<file path="src/rtl/regiset_pkg.sv">
// regiset_pkg: mode encodings and width helpers shared by the register bank
// and its entry sub-module.
package regiset_pkg;

  typedef enum logic [1:0] {
    MODE_HOLD  = 2'b00,
    MODE_LOAD  = 2'b01,
    MODE_SHIFT = 2'b10,
    MODE_CLEAR = 2'b11
  } mode_e;

  // Address width for a bank of the given depth, never narrower than 1 bit.
  function automatic int addr_w(input int depth);
    return (depth <= 2) ? 1 : $clog2(depth);
  endfunction

  // Occupancy counter width: one extra bit so the value DEPTH is representable.
  function automatic int count_w(input int depth);
    return addr_w(depth) + 1;
  endfunction

endpackage

</file>
<file path="src/rtl/regiset_entry.sv">
// regiset_entry: one storage word (data plus optional parity) with load
// enable and asynchronous active-low reset.
module regiset_entry #(
  parameter int EW = 12
) (
  input  logic          clk,
  input  logic          rst_n,
  input  logic          en,
  input  logic [EW-1:0] d,
  output logic [EW-1:0] q
);

  // Capture the next word when enabled; reset clears the word.
  always_ff @(posedge clk or negedge rst_n) begin
    if (!rst_n) begin
      q <= '0;
    end else if (en) begin
      q <= d;
    end
  end

endmodule

</file>
<file path="src/rtl/regiset_bank.sv">
// regiset_bank: DEPTH x WIDTH register bank with per-entry valid bits,
// hold/load/shift/clear modes, a registered read port and an occupancy count.
// Optional feature: define REGISET_PARITY_EN to store an even-parity bit per
// entry and flag mismatches on read through Par_err (tied low otherwise).
module regiset_bank
  import regiset_pkg::*;
#(
  parameter  int WIDTH = 12,
  parameter  int DEPTH = 8,
  localparam int AW    = addr_w(DEPTH)
) (
  input  logic             CLK,
  input  logic             RST,
  input  logic [WIDTH-1:0] Din,
  input  logic             Ce,
  input  logic [1:0]       Mode,
  input  logic [AW-1:0]    WAddr,
  input  logic [AW-1:0]    RAddr,
  output logic [WIDTH-1:0] Dout,
  output logic             Dout_valid,
  output logic [AW:0]      Count,
  output logic             Full,
  output logic             Par_err
);

`ifdef REGISET_PARITY_EN
  localparam int PW = 1;
`else
  localparam int PW = 0;
`endif
  localparam int          EW      = WIDTH + PW;
  localparam logic [AW:0] DEPTH_V = (AW + 1)'(DEPTH);

  logic [EW-1:0]    ent_q [DEPTH];
  logic [EW-1:0]    ent_d [DEPTH];
  logic [DEPTH-1:0] ent_en;
  logic [DEPTH-1:0] vld_q;
  logic [DEPTH-1:0] vld_d;
  logic [EW-1:0]    din_ent;
  logic             waddr_ok;
  logic [AW:0]      count_q;

  logic [EW-1:0]    rd_ent_p0;
  logic             rd_vld_p0;
  logic [WIDTH-1:0] dout_p1;
  logic             vld_p1;

  // Number of set bits in a valid vector.
  function automatic logic [AW:0] popcount(input logic [DEPTH-1:0] v);
    logic [AW:0] n;
    n = '0;
    for (int i = 0; i < DEPTH; i++) begin
      n = n + {{AW{1'b0}}, v[i]};
    end
    return n;
  endfunction

`ifdef REGISET_PARITY_EN
  assign din_ent = {^Din, Din};
`else
  assign din_ent = Din;
`endif

  assign waddr_ok = ({1'b0, WAddr} < DEPTH_V);

  // Next-value mux: decide which entries load and what they load per mode.
  always_comb begin
    ent_en = '0;
    vld_d  = vld_q;
    for (int i = 0; i < DEPTH; i++) begin
      ent_d[i] = din_ent;
    end
    if (Ce) begin
      case (Mode)
        MODE_LOAD: begin
          if (waddr_ok) begin
            for (int i = 0; i < DEPTH; i++) begin
              if (WAddr == AW'(i)) begin
                ent_en[i] = 1'b1;
                vld_d[i]  = 1'b1;
              end
            end
          end
        end
        MODE_SHIFT: begin
          ent_en = '1;
          vld_d  = {vld_q[DEPTH-2:0], 1'b1};
          for (int i = 1; i < DEPTH; i++) begin
            ent_d[i] = ent_q[i-1];
          end
        end
        MODE_CLEAR: begin
          ent_en = '1;
          vld_d  = '0;
          for (int i = 0; i < DEPTH; i++) begin
            ent_d[i] = '0;
          end
        end
        default: begin
        end
      endcase
    end
  end

  for (genvar g = 0; g < DEPTH; g++) begin : g_ent
    regiset_entry #(
      .EW (EW)
    ) u_entry (
      .clk   (CLK),
      .rst_n (RST),
      .en    (ent_en[g]),
      .d     (ent_d[g]),
      .q     (ent_q[g])
    );
  end

  // Valid bits and occupancy move together on the same edge.
  always_ff @(posedge CLK or negedge RST) begin
    if (!RST) begin
      vld_q   <= '0;
      count_q <= '0;
    end else begin
      vld_q   <= vld_d;
      count_q <= popcount(vld_d);
    end
  end

  assign Count = count_q;
  assign Full  = (count_q == DEPTH_V);

  // Read select on pre-edge contents; out-of-range addresses match no entry.
  always_comb begin
    rd_ent_p0 = '0;
    rd_vld_p0 = 1'b0;
    for (int i = 0; i < DEPTH; i++) begin
      if (RAddr == AW'(i)) begin
        rd_ent_p0 = ent_q[i];
        rd_vld_p0 = vld_q[i];
      end
    end
  end

  // ---- stage p0 -> p1: registered read port ----
  always_ff @(posedge CLK or negedge RST) begin
    if (!RST) begin
      dout_p1 <= '0;
      vld_p1  <= 1'b0;
    end else begin
      dout_p1 <= rd_ent_p0[WIDTH-1:0];
      vld_p1  <= rd_vld_p0;
    end
  end

  assign Dout       = dout_p1;
  assign Dout_valid = vld_p1;

`ifdef REGISET_PARITY_EN
  logic perr_p1;

  // Parity check on the word being read, reported alongside Dout.
  always_ff @(posedge CLK or negedge RST) begin
    if (!RST) begin
      perr_p1 <= 1'b0;
    end else begin
      perr_p1 <= rd_vld_p0 & (rd_ent_p0[WIDTH] != ^rd_ent_p0[WIDTH-1:0]);
    end
  end

  assign Par_err = perr_p1;
`else
  assign Par_err = 1'b0;
`endif

endmodule

</file>
<file path="config.mk">
export PLATFORM = sky130hd
export DESIGN_NAME = regiset_bank
export DESIGN_NICKNAME = d
export VERILOG_FILES = /design/src/rtl/regiset_pkg.sv /design/src/rtl/regiset_entry.sv /design/src/rtl/regiset_bank.sv
export SDC_FILE = /design/constraint.sdc
export NUM_CORES = 1
export LEC_CHECK = 0
export CORE_ASPECT_RATIO = 2
export CORE_MARGIN = 2
export CORE_UTILIZATION = 50
export DETAILED_ROUTE_END_ITERATION = 16
export GPL_ROUTABILITY_DRIVEN = 0
export PLACE_DENSITY = 0.81
export SLEW_MARGIN = 20
export SYNTH_ARGS = -nofsm -noshare
export SYNTH_HDL_FRONTEND = slang
export SYNTH_HIERARCHICAL = 1
export SYNTH_SLANG_ARGS = --single-unit
</file>
<file path="constraint.sdc">
create_clock -name CLK -period 4.4 [get_ports CLK]
set_input_delay 0.88 -clock CLK [delete_from_list [all_inputs] [get_ports CLK]]
set_output_delay 0.88 -clock CLK [all_outputs]
set_load 0.02 [all_outputs]
</file>
==> results of run 1 <==
cell usage after synthesis (8+ instances only):
cell	n	share of area [%]
a22o_1	20	2.5
clkbuf_1	22	1.2
nand2_1	21	1.1
nor2b_1	14	1.3
nand2b_1	14	1.3
mux2_4	80	17
a21oi_1	14	1.0
buf_6	16	2.6
buf_2	12	0.86
and2_1	23	2.1
dfrtp_1	121	43
o21ai_0	20	1.4
mux2_2	28	4.5
a21o_1	84	9.1
o21a_1	8	0.86
mux2i_1	12	1.7
a32oi_1	11	1.4
power by group:
part | internal [W] | switching (W)
sequential | 0.00132 | 0.000157
clock | 0.000781 | 0.000467
combinational | 0.000462 | 0.000340
per-layer routing:
layer / vias to the layer above / wire length (microns) / GRT usage [%]
met5: - / 0 / 0
met4: 0 / 524 / 9.30
met3: 46 / 663 / 4.20
met2: 146 / 8140 / 38.6
met1: 2361 / 6390 / 26.2
li1: 2113 / - / -
how the worst max path moves through the flow:
| stage | end | slack [ns] | cells after the start |
|---|---|---|---|
| finish | Count[1] | 0.25 | 14 |
| global route | Count[2] | 0.05 | 14 |
| CTS | Count[1] | 0.25 | 14 |
| detailed placement | Count[1] | -0.16 | 14 |
| global placement | Count[1] | -0.07 | 13 |
| floorplan | Count[2] | 0.49 | 12 |
layout make-up:
| type | instances | area share, % |
|---|---|---|
| multi-input cells | 396 | 45.1 |
| flip-flops and latches | 121 | 38.4 |
| repair buffers | 60 | 6.98 |
| clock buffers | 26 | 6.46 |
| well taps | 157 | 2.49 |
| inverters | 7 | 0.333 |
| clock inverters | 3 | 0.190 |
worst max-delay path: stages:
cell             delay [ns]
clkdlybuf4s50_1        0.53
buf_4                  0.20
nor2b_1                0.26
nand2_1                0.08
o21ai_1                0.12
a22oi_1                0.12
fa_1                   0.50
fa_1                   0.55
fa_1                   0.41
inv_1                  0.06
ha_1                   0.17
inv_1                  0.06
fa_1                   0.47
inv_1                  0.04
per-stage QoR:
stage | hold slack, ns | cell area, sq um
6_report | 0.300 | 7890
5_1_grt | 0.305 | 7890
4_1_cts | 0.300 | 7890
3_5_place_dp | 0.498 | 7360
3_3_place_gp | 0.491 | 7360
2_1_floorplan | 0.475 | 6970
registers in the layout (all words and copies together) (netlist names):
register         flops
g_ent.u_entry/q     96
Count                4
Dout                12
Dout_valid           1
vld_q                8
cell families after synthesis:
group	Yosys count	share of synthesized area [%]
AO/OA/AOI/OAI	175	18.0
multiplexers	122	24.1
flip-flops	121	43.5
AND/OR/NAND/NOR	90	7.13
buffers and inverters	61	5.44
adder cells (fa/ha/maj)	7	1.69
other	1	0.0538
XOR/XNOR	1	0.126
==> flow_metrics.py, run 1 <==
metrics = {
    "routing": {
        "vias": 4666,
        "wl_microns": 15700,
        "drtIter0Drc": 299,
        "drt_first_pass_iters": 5,
        "via_per_inst": 6.06,
        "drc": 0,
        "post_drt_wl_per_cell_microns": 20.4,
        "ant_nets": 0,
    },
    "synth": {
        "synth_edf_count": 0,
        "yosysSeqAreaShare_pct": 43.5,
        "synth-main-ff-cell": "dfrtp_1",
        "syn_inst": 578,
        "synth_area_per_cell_sq_um": 12.1,
        "async_reset_ff_share_pct": 100,
        "synth_nets": 608,
        "synth-seq-cells": 121,
        "synth_cell_type_count": 40,
        "yosys_warnings": 6,
        "syn_area_sq_um": 6970,
    },
    "floorplanning": {
        "initial_utilization_pct": 50.7,
        "die_x_microns": 87.5,
        "die_area_sq_um": 15000,
        "die_y_microns": 171,
        "rows": 61,
        "num_io_pins": 42,
        "core_sq_um": 13700,
    },
    "clock_tree": {
        "cts_tree": "yes",
        "cts_resized": 0,
        "cts_sinks": 121,
        "numCtsBuffers": 17,
        "cts_setup_buffers": 0,
        "cts_max_level": 4,
        "clkTransAtPathRegs_ns": 0.06,
        "worstSkewPairLatency_ns": 0.41,
        "clockBufferDepth": 2,
        "ctsHoldBuffers": 0,
        "cts_root_buffer": "clkbuf_16",
    },
    "setup_path": {
        "startpoint": "Mode[1]",
        "endpoint_kind": "register",
        "critical_path_required_ns": 4.71,
        "arrival_ns": 4.47,
        "r2r_start": "vld_q[2]",
        "crit_fanout": 12,
        "reg2reg_depth": 11,
        "critPathLaunchType": "input port",
        "reg2reg_slack_ns": 1.27,
        "path_class": "in2reg",
        "r2r-end": "Count[1]",
    },
    "placed_design": {
        "hpwl_microns": 9680,
        "portBuffers": 40,
        "pre_cts_slack_ns": -0.163,
        "placed_cells": 741,
    },
    "global_route": {
        "grt_max_degree": 110,
        "overflow": 0,
        "antenna_found_initial": 0,
        "grt_pass1_vias": 4886,
        "grt_pass1_wl_microns": 25500,
        "track_usage_pct": 22.2,
    },
    "cells_and_area": {
        "multi_input_area_sq_um": 3560,
        "mostFrequentLayoutCells": "dfrtp_1, a21o_1, mux2_4, clkdlybuf4s50_1, mux2_2",
        "fin_util_pct": 57.4,
        "nets": 633,
        "final_cell_count_no_fill": 770,
        "drive_gt1_share_pct": 25.9,
        "final_common_cell": "dfrtp_1",
        "fillCellCount": 1099,
        "area_delta_synth_final_pct": 13.2,
        "n_antenna_cell": 0,
        "ff_latch_area_sq_um": 3030,
    },
    "timing": {
        "rsz0062_at_grt": "false",
        "setup_viol": 0,
        "worst_pin_slew_ns": 0.992,
        "final_max_slew_viol_count": 0,
        "clock_skew_ns": 0.00838,
        "max_freq_mhz": 241,
        "fin_crit_ns": 4.15,
        "setup_slack_ns": 0.246,
        "period_share_pct": 94.4,
        "finalSetupTns_ns": 0,
        "maxSlewHeadroom_pct": 33.9,
        "finalHoldViolations": 0,
    },
    "status": {
        "status": "finished, final reports clean",
    },
    "power_and_ir_drop": {
        "peakVddDrop_mv": 0.286,
        "leakagePower_nw": 3.91,
        "cellPowerDensity_nw_per_um2": 447,
        "p_total_w": 0.00352,
    },
    "flow_run": {
        "drv_cap": 0,
    },
    "min_path": {
        "hp-class": "in2async",
    },
}
Power figures use the tool's default switching activity.
==> run 2: changes to the inputs <==
- ABC_CLOCK_PERIOD_IN_PS: unset -> 4400
==> results of run 2 <==
Same layout as run 1: the final DEF is identical, and so are final timing and power.
==> run 3: changes to the inputs <==
- CTS_CLUSTER_SIZE: unset -> 40
- GPL_ROUTABILITY_DRIVEN: 0 -> unset
- SETUP_SLACK_MARGIN: unset -> 0.4
==> run 3 against run 2 <==
Net effect: die area unchanged; fmax increased by 6.1%; first-iteration DRC count increased by 15%; critical endpoint unchanged; largest cell class unchanged; highest routed layer unchanged.
==> flow_metrics.py, run 3 (synthesis results as in run 1) <==
metrics = {
    "cells_and_area": {
        "nets": 638,
        "largest_reg_flops": 96,
        "final_common_cell": "dfrtp_1",
        "area_delta_synth_final_pct": 16.5,
        "final_cell_count_no_fill": 777,
        "largest-register": "g_ent.u_entry/q",
        "n_antenna_cell": 0,
        "drive_gt1_share_pct": 30.0,
        "mostFrequentLayoutCells": "dfrtp_1, a21o_1, mux2_4, clkdlybuf4s50_1, mux2_2",
        "fin_util_pct": 59.1,
    },
    "min_path": {
        "hold_end": "g_ent[7].u_entry/q[9]",
        "hp-class": "reg2reg",
        "min-delay-start": "g_ent[7].u_entry/q[9]",
        "min_path_cells": 1,
    },
    "setup_path": {
        "reg2reg_depth": 11,
        "arrival_ns": 4.22,
        "reg2reg_slack_ns": 1.14,
        "crit_chain": "clkbuf_2 > or3b_4 > nor3_2 > or2_4 > a22oi_2 > fa_1 > fa_1 > fa_1 > inv_1 > ha_2 > inv_2 > fa_2 > inv_1",
        "cp_slowest_stage_delay_ns": 0.61,
        "critical_path_required_ns": 4.71,
        "endpoint_kind": "register",
        "cpMaxStageDelayCell": "fa_1",
        "r2r-end": "Count[1]",
        "r2r_start": "vld_q[0]",
        "path_common_cell": "fa_1",
        "path_class": "in2reg",
        "critPathLaunchType": "input port",
        "crit_fanout": 2,
    },
    "clock_tree": {
        "worstSkewPairLatency_ns": 0.41,
        "numCtsBuffers": 17,
        "cts_tree": "yes",
        "cts_root_buffer": "clkbuf_16",
        "clkTransAtPathRegs_ns": 0.06,
        "clockBufferDepth": 2,
        "cts_max_level": 4,
        "cts_sinks": 121,
    },
    "floorplanning": {
        "core_sq_um": 13700,
        "die_area_sq_um": 15000,
        "rows": 61,
        "initial_utilization_pct": 50.7,
        "num_io_pins": 42,
        "die_x_microns": 87.5,
        "die_y_microns": 171,
    },
    "placed_design": {
        "hpwl_microns": 9280,
        "portBuffers": 40,
        "globalplace.congestion": 0.914,
        "placed_cells": 741,
    },
    "timing": {
        "worst_pin_slew_ns": 1.02,
        "final_max_slew_viol_count": 0,
        "finalHoldViolations": 0,
        "period_share_pct": 89.0,
        "clock_skew_ns": 0.0103,
        "maxSlewHeadroom_pct": 32.1,
        "fin_crit_ns": 3.92,
        "setup_viol": 0,
        "holdWs_ns": 0.510,
        "max_freq_mhz": 255,
        "rsz0062_at_grt": "false",
    },
    "status": {
        "status": "finished, final reports clean",
    },
    "routing": {
        "post_drt_wl_per_cell_microns": 20.7,
        "via_per_inst": 6.00,
        "drtIter0Drc": 344,
        "drt_first_pass_iters": 5,
        "drc": 0,
        "vias": 4659,
        "wl_microns": 16100,
        "ant_nets": 0,
    },
    "power_and_ir_drop": {
        "peakVddDrop_mv": 0.274,
        "leakagePower_nw": 4.03,
        "p_total_w": 0.00388,
        "clockPowerShare_pct": 40.8,
        "p_sw_w": 0.000997,
        "cellPowerDensity_nw_per_um2": 478,
        "p_seq_share_pct": 38.0,
        "p_int_w": 0.00288,
        "pwr-share-comb_pct": 21.2,
        "switching_share_pct": 25.7,
    },
    "global_route": {
        "antenna_found_initial": 0,
        "grt_max_degree": 85,
        "grt_pass1_vias": 4836,
        "grt_pass1_wl_microns": 25400,
        "track_usage_pct": 22.2,
        "overflow": 0,
    },
    "flow_run": {
        "drv_cap": 0,
    },
}
-- run 3: repair_timing --
action	CTS	global route
endpoints found under the setup margin	2	2
buffers inserted	2	3
hold buffers	0	0
pin swaps	7	10
resized for setup	12	15
gates cloned	0	0
endpoints found under the hold margin	0	0
-- run 3: power groups by stage --
stage / Sequential (W) / Clock [W] / Combinational [W]
2_1_floorplan: 0.00148 / 0 / 0.000553
3_3_place_gp: 0.00147 / 0 / 0.000773
3_5_place_dp: 0.00148 / 0 / 0.000801
4_1_cts: 0.00147 / 0.00159 / 0.000817
5_1_grt: 0.00150 / 0.00164 / 0.000886
6_report: 0.00147 / 0.00158 / 0.000824
-- run 3: worst max-delay path by stage --
stage,depth (start not counted),to,from,slack [ns]
6_report,13,Count[1],Mode[1],0.48
3_5_place_dp,14,Count[1],Mode[1],-0.17
5_1_grt,11,Count[1],Ce,0.38
3_3_place_gp,13,Count[1],Mode[1],-0.07
4_1_cts,12,Count[1],WAddr[1],0.45
2_1_floorplan,12,Count[2],WAddr[2],0.49
-- run 3: per-stage QoR --
step	TNS [ns]	setup slack, ns	instance area, sq um
after floorplan	0	0.486	6970
after global placement	-0.134	-0.0695	7360
after detailed placement	-0.339	-0.173	7360
after CTS	0	0.450	8080
after global routing	0	0.381	8120
final	0	0.484	8120
-- run 3: area by class of cell --
| cell class | instances | area, sq um |
|---|---|---|
| inverters | 7 | 26.3 |
| clock inverters | 7 | 160 |
| multi-input cells | 396 | 3610 |
| well taps | 157 | 196 |
| fillers | 1068 | 5620 |
| repair buffers | 65 | 582 |
| flip-flops and latches | 121 | 3030 |
| clock buffers | 24 | 512 |
-- run 3: worst max-delay path, delay by kind of cell --
kind	cells	cell delay (ns)
buf+inv	4	0.27
simple gates	3	0.73
compound gates	1	0.07
fa+ha+maj	5	2.28
-- run 3: metal layers --
| layer | vias up | global-route usage, % | wire, microns |
|---|---|---|---|
| li1 | 2125 | - | - |
| met1 | 2366 | 27.0 | 6710 |
| met2 | 128 | 37.6 | 8380 |
| met3 | 40 | 4.20 | 567 |
| met4 | 0 | 9.36 | 413 |
| met5 | - | 0 | 0 |
